==> src/rtl/mmio_bus_router.sv <==
// rtl/mmio_bus_router.sv - registered one-outstanding MMIO router with region decode, watchdog and error report
module mmio_bus_router #(
  parameter int                 NS       = 4,
  parameter int                 AW       = 16,
  parameter int                 DW       = 16,
  parameter logic [NS*AW-1:0]   BASE     = '0,
  parameter logic [NS*AW-1:0]   LIMIT    = '1,
  parameter logic [NS-1:0]      INSTR_OK = '0,
  parameter int                 TW       = 8,
  parameter int                 TIMEOUT  = 255,
  parameter logic [DW-1:0]      ERR_DATA = 16'hDEAD
) (
  input  logic                 clki,
  input  logic                 rst_in,
  input  logic [AW-1:0]        m_addr,
  input  logic [DW-1:0]        m_wdata,
  input  logic                 m_read,
  input  logic                 m_write,
  input  logic                 m_instr,
  output logic [DW-1:0]        m_rdata,
  output logic                 m_busy,
  output logic                 m_ready,
  output logic                 m_read_done,
  output logic                 m_err,
  output logic [AW-1:0]        s_addr,
  output logic [DW-1:0]        s_wdata,
  output logic [NS-1:0]        s_read,
  output logic [NS-1:0]        s_write,
  input  logic [NS*DW-1:0]     s_rdata,
  input  logic [NS-1:0]        s_busy,
  input  logic [NS-1:0]        s_ready,
  output logic                 err_sticky,
  output logic [AW-1:0]        err_addr,
  input  logic                 err_clr
);

  localparam int SW = (NS > 1) ? $clog2(NS) : 1;
  localparam logic [TW-1:0] TO_LAST = TW'(TIMEOUT - 1);

  typedef enum logic [1:0] {IDLE, ACTIVE, ERR_RESP} state_t;

  state_t          state;
  logic [SW-1:0]   sel;
  logic            is_read;
  logic [AW-1:0]   lat_addr;
  logic [TW-1:0]   cnt;

  logic            hit;
  logic [SW-1:0]   hit_idx;
  logic [AW-1:0]   hit_base;

  // s_busy is observed by the slaves' owners only; it never steers routing.
  logic unused_s_busy;
  assign unused_s_busy = ^s_busy;

  // Scan from the top down so the lowest matching index wins on overlap.
  always_comb begin
    hit      = 1'b0;
    hit_idx  = '0;
    hit_base = '0;
    for (int i = NS - 1; i >= 0; i--) begin
      if (m_addr >= BASE[i*AW +: AW] && m_addr <= LIMIT[i*AW +: AW] &&
          (!m_instr || INSTR_OK[i])) begin
        hit      = 1'b1;
        hit_idx  = SW'(i);
        hit_base = BASE[i*AW +: AW];
      end
    end
  end

  always_ff @(posedge clki or negedge rst_in) begin
    if (!rst_in) begin
      state       <= IDLE;
      sel         <= '0;
      is_read     <= 1'b0;
      lat_addr    <= '0;
      cnt         <= '0;
      m_rdata     <= '0;
      m_busy      <= 1'b0;
      m_ready     <= 1'b0;
      m_read_done <= 1'b0;
      m_err       <= 1'b0;
      s_addr      <= '0;
      s_wdata     <= '0;
      s_read      <= '0;
      s_write     <= '0;
      err_sticky  <= 1'b0;
      err_addr    <= '0;
    end else begin
      m_ready     <= 1'b0;
      m_read_done <= 1'b0;
      m_err       <= 1'b0;
      m_rdata     <= '0;
      if (err_clr)
        err_sticky <= 1'b0;

      case (state)
        IDLE: begin
          m_busy <= 1'b0;
          if (m_read || m_write) begin
            m_busy   <= 1'b1;
            is_read  <= !m_write;
            lat_addr <= m_addr;
            if (hit) begin
              sel     <= hit_idx;
              s_addr  <= m_addr - hit_base;
              s_wdata <= m_wdata;
              cnt     <= '0;
              if (m_write)
                s_write <= NS'(1) << hit_idx;
              else
                s_read  <= NS'(1) << hit_idx;
              state <= ACTIVE;
            end else begin
              err_addr <= m_addr;
              state    <= ERR_RESP;
            end
          end
        end

        ACTIVE: begin
          if (s_ready[sel]) begin
            m_ready     <= 1'b1;
            m_read_done <= is_read;
            m_rdata     <= s_rdata[sel*DW +: DW];
            s_read      <= '0;
            s_write     <= '0;
            state       <= IDLE;
          end else if (TIMEOUT != 0 && cnt == TO_LAST) begin
            s_read   <= '0;
            s_write  <= '0;
            err_addr <= lat_addr;
            state    <= ERR_RESP;
          end else begin
            cnt <= cnt + 1'b1;
          end
        end

        ERR_RESP: begin
          m_ready     <= 1'b1;
          m_err       <= 1'b1;
          m_read_done <= is_read;
          m_rdata     <= ERR_DATA;
          err_sticky  <= 1'b1;
          state       <= IDLE;
        end

        default: state <= IDLE;
      endcase
    end
  end

endmodule

==> config.mk <==
export PLATFORM = sky130hd
export DESIGN_NAME = mmio_bus_router
export DESIGN_NICKNAME = d
export VERILOG_FILES = /design/src/rtl/mmio_bus_router.sv
export SDC_FILE = /design/constraint.sdc
export NUM_CORES = 1
export LEC_CHECK = 0
export ABC_AREA = 1
export CAP_MARGIN = 15
export CORE_ASPECT_RATIO = 1.5
export CORE_MARGIN = 2
export CORE_UTILIZATION = 42
export CTS_CLUSTER_SIZE = 10
export DETAILED_ROUTE_END_ITERATION = 12
export GPL_ROUTABILITY_DRIVEN = 0
export GPL_TIMING_DRIVEN = 0
export PLACE_DENSITY = 0.77
export SLEW_MARGIN = 20
export SYNTH_ARGS = -nofsm -noshare
export SYNTH_HDL_FRONTEND = slang
export SYNTH_SLANG_ARGS = --single-unit
==> constraint.sdc <==
create_clock -name clki -period 1.98 [get_ports clki]
set_clock_uncertainty 0.1 [all_clocks]
set_input_delay 0.396 -clock clki [delete_from_list [all_inputs] [get_ports clki]]
set_output_delay 0.396 -clock clki [all_outputs]
set_load 0.05 [all_outputs]
After elaboration in Yosys (flattened, before gate mapping)
Cells that the tools add are included.
- magnitude comparators: 2
- equality and inequality tests: 12
- reductions and logical operators: 15
- add/sub/neg operators: 1
- multiplexer cells: 36
- operators with widths (operator ; count):
    $mux W16 ; 5
    $pmux W16 S2 ; 2
    $mux W4 ; 8
    $mux W8 ; 4
    $reduce_and A5 Y1 ; 4
    $ge A16 B1 Y1 const B ; 1
    $le A16 B16 Y1 const B ; 1
    $ne A2 B2 Y1 const B ; 8
    $pmux W4 S2 ; 2
    $pmux W8 S2 ; 1
    $add A8 B1 Y8 const B ; 1
    $eq A8 B8 Y1 const B ; 1
    $mux W2 ; 4
    $mux W1 ; 7
    $pmux W1 S2 ; 2
    $pmux W2 S2 ; 1
    $reduce_and A2 Y1 ; 2
    $reduce_bool A2 Y1 ; 2
    $ne A3 B3 Y1 const B ; 1
    $reduce_and A3 Y1 ; 1
    $eq A2 B1 Y1 const B ; 1
    $eq A2 B2 Y1 const B ; 1
    $logic_and A1 B1 Y1 ; 2
    $logic_not A1 Y1 ; 2
    2 further kinds ; 2
- input bits: 110
- output and inout port bits: 77
- register bits: 104
- logic and storage cells: 81

Longest topological paths before layout
- depth in word-level cells: 7
- gate-level depth with buffers: 11
- depth with buffers taken out: 9

Worst setup path before layout
OpenSTA, ideal clock, no wires.
- path kind: register -> register
- from: register state[0]
- to: register err_addr[10]
- required time: 1.761 ns
- slack: 0.346 ns
- data arrival time: 1.415 ns
- stages on the path, launching flop included: 12
- cell sequence: dfrtp_1 > inv_1 > ha_1 > buf_4 > inv_2 > nand2_1 > nand3_2 > inv_6 > nand3_4 > buf_6 > nand2_1 > nand2_1
- longest elaborated chain between the ends: 3
- elaborated cells between the ends (all ways): 9
- RTL lines (what ; RTL line ; RTL):
    start: declaration ; 42 ; state_t state;
    start signal: assignment ; 73 ; state <= IDLE;
    start signal: assignment ; 113 ; state <= ACTIVE;
    start signal: assignment ; 116 ; state <= ERR_RESP;
    $eq A2 B1 Y1 / $logic_not A2 Y1 (equally long branches) ; 97 ; case (state)
    $ne A2 B2 Y1 (no line) / $reduce_bool A2 Y1 (equally long branches) ; -- ;
    $reduce_and A5 Y1 (no line) ; -- ;
    end signal: assignment ; 115 ; err_addr <= m_addr;
    end signal: assignment ; 132 ; err_addr <= lat_addr;
    end: declaration ; 33 ; output logic [AW-1:0] err_addr,
Parallel ways exist; a longest one is shown, timed or not.
A chain may end at the register's enable or synchronous reset.

Worst setup path in the final report
- from: register m_rdata[1]
- to: output m_rdata[1]
- RTL lines (what ; RTL line ; RTL):
    start: declaration ; 20 ; output logic [DW-1:0] m_rdata,
    start signal: assignment ; 125 ; m_rdata <= s_rdata[sel*DW +: DW];
No word-level cell between the ends.

==> impl_metrics.py <==
metrics = {
    "setup_path": {
        "slowest_delay_ns": 0.79,
        "required_ns": 1.48,
        "crit_chain": "clkdlybuf4s50_1",
        "rr_endpoint": "s_wdata[8]$_DFFE_PN0P_",
        "cp-start-kind": "register",
        "endpoint": "m_rdata[1]",
        "cp_slowest_cell": "clkdlybuf4s50_1",
        "r2r_slack_ns": 0.16,
        "reg2reg_depth": 10,
        "worstSetupPathType": "reg -> out",
        "path_delay_family": "buffers and inverters",
        "path_buf_inv": 1,
        "cp.arrival_ns": 1.45,
        "end_kind": "output port",
        "regToRegStartpoint": "state[1]$_DFFE_PN0P_",
        "cp-startpoint": "m_rdata[1]$_DFF_PN0_",
        "cp_max_fo": 1,
        "critical_path_depth": 1,
    },
    "clock_tree": {
        "cts.sinks": 98,
        "clk_pin_slew_ns": 0.07,
        "numCtsBuffers": 9,
        "post_cts_buffers": 0,
        "cts_tree": "done",
        "root_buffer": "clkbuf_16",
        "clk_latency_ns": 0.34,
        "clock_tree.buffer_depth": 2,
        "htreeDepth": 3,
    },
    "logic_synthesis": {
        "ys_seq_area_share_pct": 57.2,
        "ys_seq_elements": 98,
        "ys_top_cells_by_area": "dfrtp_1, nand2_1, o21ai_0",
        "synthCells": 487,
        "synthMuxAreaShare_pct": 0,
        "syn_area_per_cell_sq_um": 8.80,
        "synth_compound_area_share_pct": 6.92,
        "synth-adder-area-share_pct": 1.46,
        "syn_area_sq_mm": 0.00428,
        "netlist.area_leader.share_pct": 57.2,
        "yosysUniqueCellTypes": 30,
        "synthXorXnorAreaFrac_pct": 0.613,
        "yosys_warnings": 0,
        "synthSimpleGateAreaFrac_pct": 26.5,
        "synth_area_leader_cell": "dfrtp_1",
        "synth_top_family_by_area": "simple AND/OR/NAND/NOR gates",
    },
    "floorplanning": {
        "dieWidth_microns": 86.5,
        "dieArea_sq_mm": 0.0110,
        "start_util_pct": 42.7,
        "core-area_sq_mm": 0.0100,
        "die_y_microns": 128,
        "io_pins": 187,
        "rows": 45,
    },
    "drt": {
        "wirelength_microns": 10500,
        "drt-wirelength-per-cell_microns": 13.9,
        "dr_wl_met2_microns": 5690,
        "via_per_inst": 4.88,
        "postRouteAntennaNets": 0,
        "drc": 0,
        "wl_met3_microns": 316,
        "vias": 3670,
        "wl_met1_microns": 4270,
        "drt-initial-drc-count": 205,
        "top_layer": "met4",
        "firstDrtPassIters": 4,
    },
    "sta": {
        "setup_viol": 0,
        "period_share_pct": 98.4,
        "finalMaxSlewViolations": 0,
        "timing.hold.ws_ns": 0.363,
        "fmax_ghz": 0.513,
        "layout_min_cycle_time_ns": 1.95,
        "maxSlewHeadroom_pct": 63.5,
        "tightest_slew_ns": 0.550,
        "hold_viol": 0,
        "tns_ns": 0,
    },
    "power": {
        "power_switching_share_pct": 48.4,
        "power.switching_mw": 5.11,
        "pwr-share-clk_pct": 17.9,
        "p_int_mw": 5.45,
        "p_seq_share_pct": 30.6,
        "p_leak_nw": 3.29,
        "comb_power_share_pct": 51.5,
        "powerDensity_mw_per_mm2": 1750,
        "peakVddDrop_uv": 1030,
    },
    "grt": {
        "grt_max_degree": 64,
        "track_usage_pct": 19.4,
        "grt_pass1_vias": 3601,
        "antenna_found_initial": 0,
        "overflow": 0,
        "grt_first_pass_wirelength_microns": 17200,
    },
    "run": {
        "maxCapViolCount": 0,
    },
    "place": {
        "io_buffers": 125,
        "placed_cell_area_sq_mm": 0.00573,
        "place_hpwl_microns": 7720,
    },
    "final_layout": {
        "diodes": 0,
        "fillers": 883,
        "area_growth_pct": 40.6,
        "layout-drive-gt1-share_pct": 8.35,
        "utilization_pct": 60.1,
        "fin_area_sq_mm": 0.00602,
        "num-nets-final": 745,
    },
    "min_path": {
        "hp-class": "reg -> reg",
    },
    "outcome": {
        "outcome": "completed",
    },
}
==> placed cells by master (no fill, tap or decap), drive strengths merged <==
cell type        n
nand2          190
dfrtp           98
clkdlybuf4s50   59
o21ai           54
dlygate4sd2     53
nor2            44
inv             38
buf             21
clkbuf          20
nand4           16
dlymetal6s2s    12
nand3           10
conb             6
ha               5
o21bai           2
xor2             2
bufinv           2
xnor2            1
o21a             1
dlygate4sd3      1
==> per-stage QoR <==
step / setup slack (ns) / std cells / total power, mW
2_1_floorplan: 0.346 / 492 / 7.13
3_3_place_gp: -3.10 / 734 / 8.98
3_5_place_dp: -0.0871 / 735 / 9.10
4_1_cts: 0.000276 / 752 / 10.6
5_1_grt: -0.0118 / 752 / 11.2
6_report: 0.0307 / 752 / 10.6
==> worst min-delay path by stage <==
stage                                        from                       to  cells after the start  slack [ns]
after floorplan                            rst_in       cnt[0]$_DFFE_PN0P_                      0      0.0004
after detailed placement                   rst_in  s_wdata[15]$_DFFE_PN0P_                      1        0.22
after global placement    s_wdata[14]$_DFFE_PN0P_  s_wdata[14]$_DFFE_PN0P_                      2        0.35
final                      s_wdata[3]$_DFFE_PN0P_   s_wdata[3]$_DFFE_PN0P_                      2        0.36
after CTS                 err_addr[9]$_DFFE_PN0P_  err_addr[9]$_DFFE_PN0P_                      2        0.37
after global routing      err_addr[5]$_DFFE_PN0P_  err_addr[5]$_DFFE_PN0P_                      2        0.39
==> flip-flops by register name (all words and copies together), names as in the netlist <==
name	flops
cnt	8
err_addr	16
err_sticky	1
is_read	1
lat_addr	16
m_busy	1
m_err	1
m_rdata	16
m_read_done	1
m_ready	1
s_addr	16
s_read	1
s_wdata	16
s_write	1
state	2
==> kinds of logic after synthesis <==
| kind of cell | Yosys count |
|---|---|
| simple gates | 260 |
| flops | 98 |
| buf+inv | 63 |
| compound gates | 57 |
| fa+ha+maj | 5 |
| xor+xnor | 3 |
| other cells | 1 |
==> repair_timing <==
item,in CTS,in global routing
hold buffers,1,0
hold endpoints to repair,35,0
gates cloned,0,0
setup endpoints to repair,53,12
resized for setup,53,12
==> synthesized netlist by cell type <==
master and instances:
nand2_1 184, dfrtp_1 98, o21ai_0 49, nor2_1 39, inv_1 32, nand4_1 16, buf_4 10, clkbuf_1 7
nand3_1 7, buf_2 5, ha_1 5, inv_2 4, o21ai_1 4, buf_6 3, nand2_2 3, nand2_8 2
nand3_2 2, nor2_2 2, nor2_4 2, o21bai_1 2, xor2_1 2, buf_1 1, conb_1 1, inv_6 1
nand2_4 1, nand3_4 1, nor2_8 1, o21a_1 1, o21ai_2 1, xnor2_1 1
==> metal layers <==
layer,global-route usage (%),vias up
li1,-,1795
met1,24.0,1784
met2,34.3,77
met3,2.38,14
met4,7.35,0
met5,0,-
==> power by group through the flow <==
stage	clock, mW	sequential [mW]	combinational [mW]
floorplan	0	5.39	1.74
global placement	0	3.25	5.72
detailed placement	0	3.28	5.82
CTS	1.92	3.23	5.49
global route	2.02	3.33	5.82
finish	1.89	3.23	5.44
==> area by class of cell <==
class | count | area (sq um) | share of cell area, %
inverters | 37 | 144 | 2.39
clock inverters | 3 | 71.3 | 1.18
clock buffers | 13 | 250 | 4.15
plain buffers | 26 | 164 | 2.72
repair buffers | 127 | 1250 | 20.8
multi-input cells | 331 | 1540 | 25.6
flip-flops and latches | 98 | 2450 | 40.7
well taps | 117 | 146 | 2.43
==> worst reg2reg max path, cell delays in order, from the launching register on <==
cell     delay (ns)
dfrtp_1        0.40
inv_1          0.09
ha_1           0.14
buf_4          0.17
nand2_8        0.10
nor2_8         0.19
inv_2          0.07
buf_6          0.15
buf_2          0.19
nand2_1        0.08
nand2_1        0.05
Note: power is estimated with default switching activity, not from simulation.
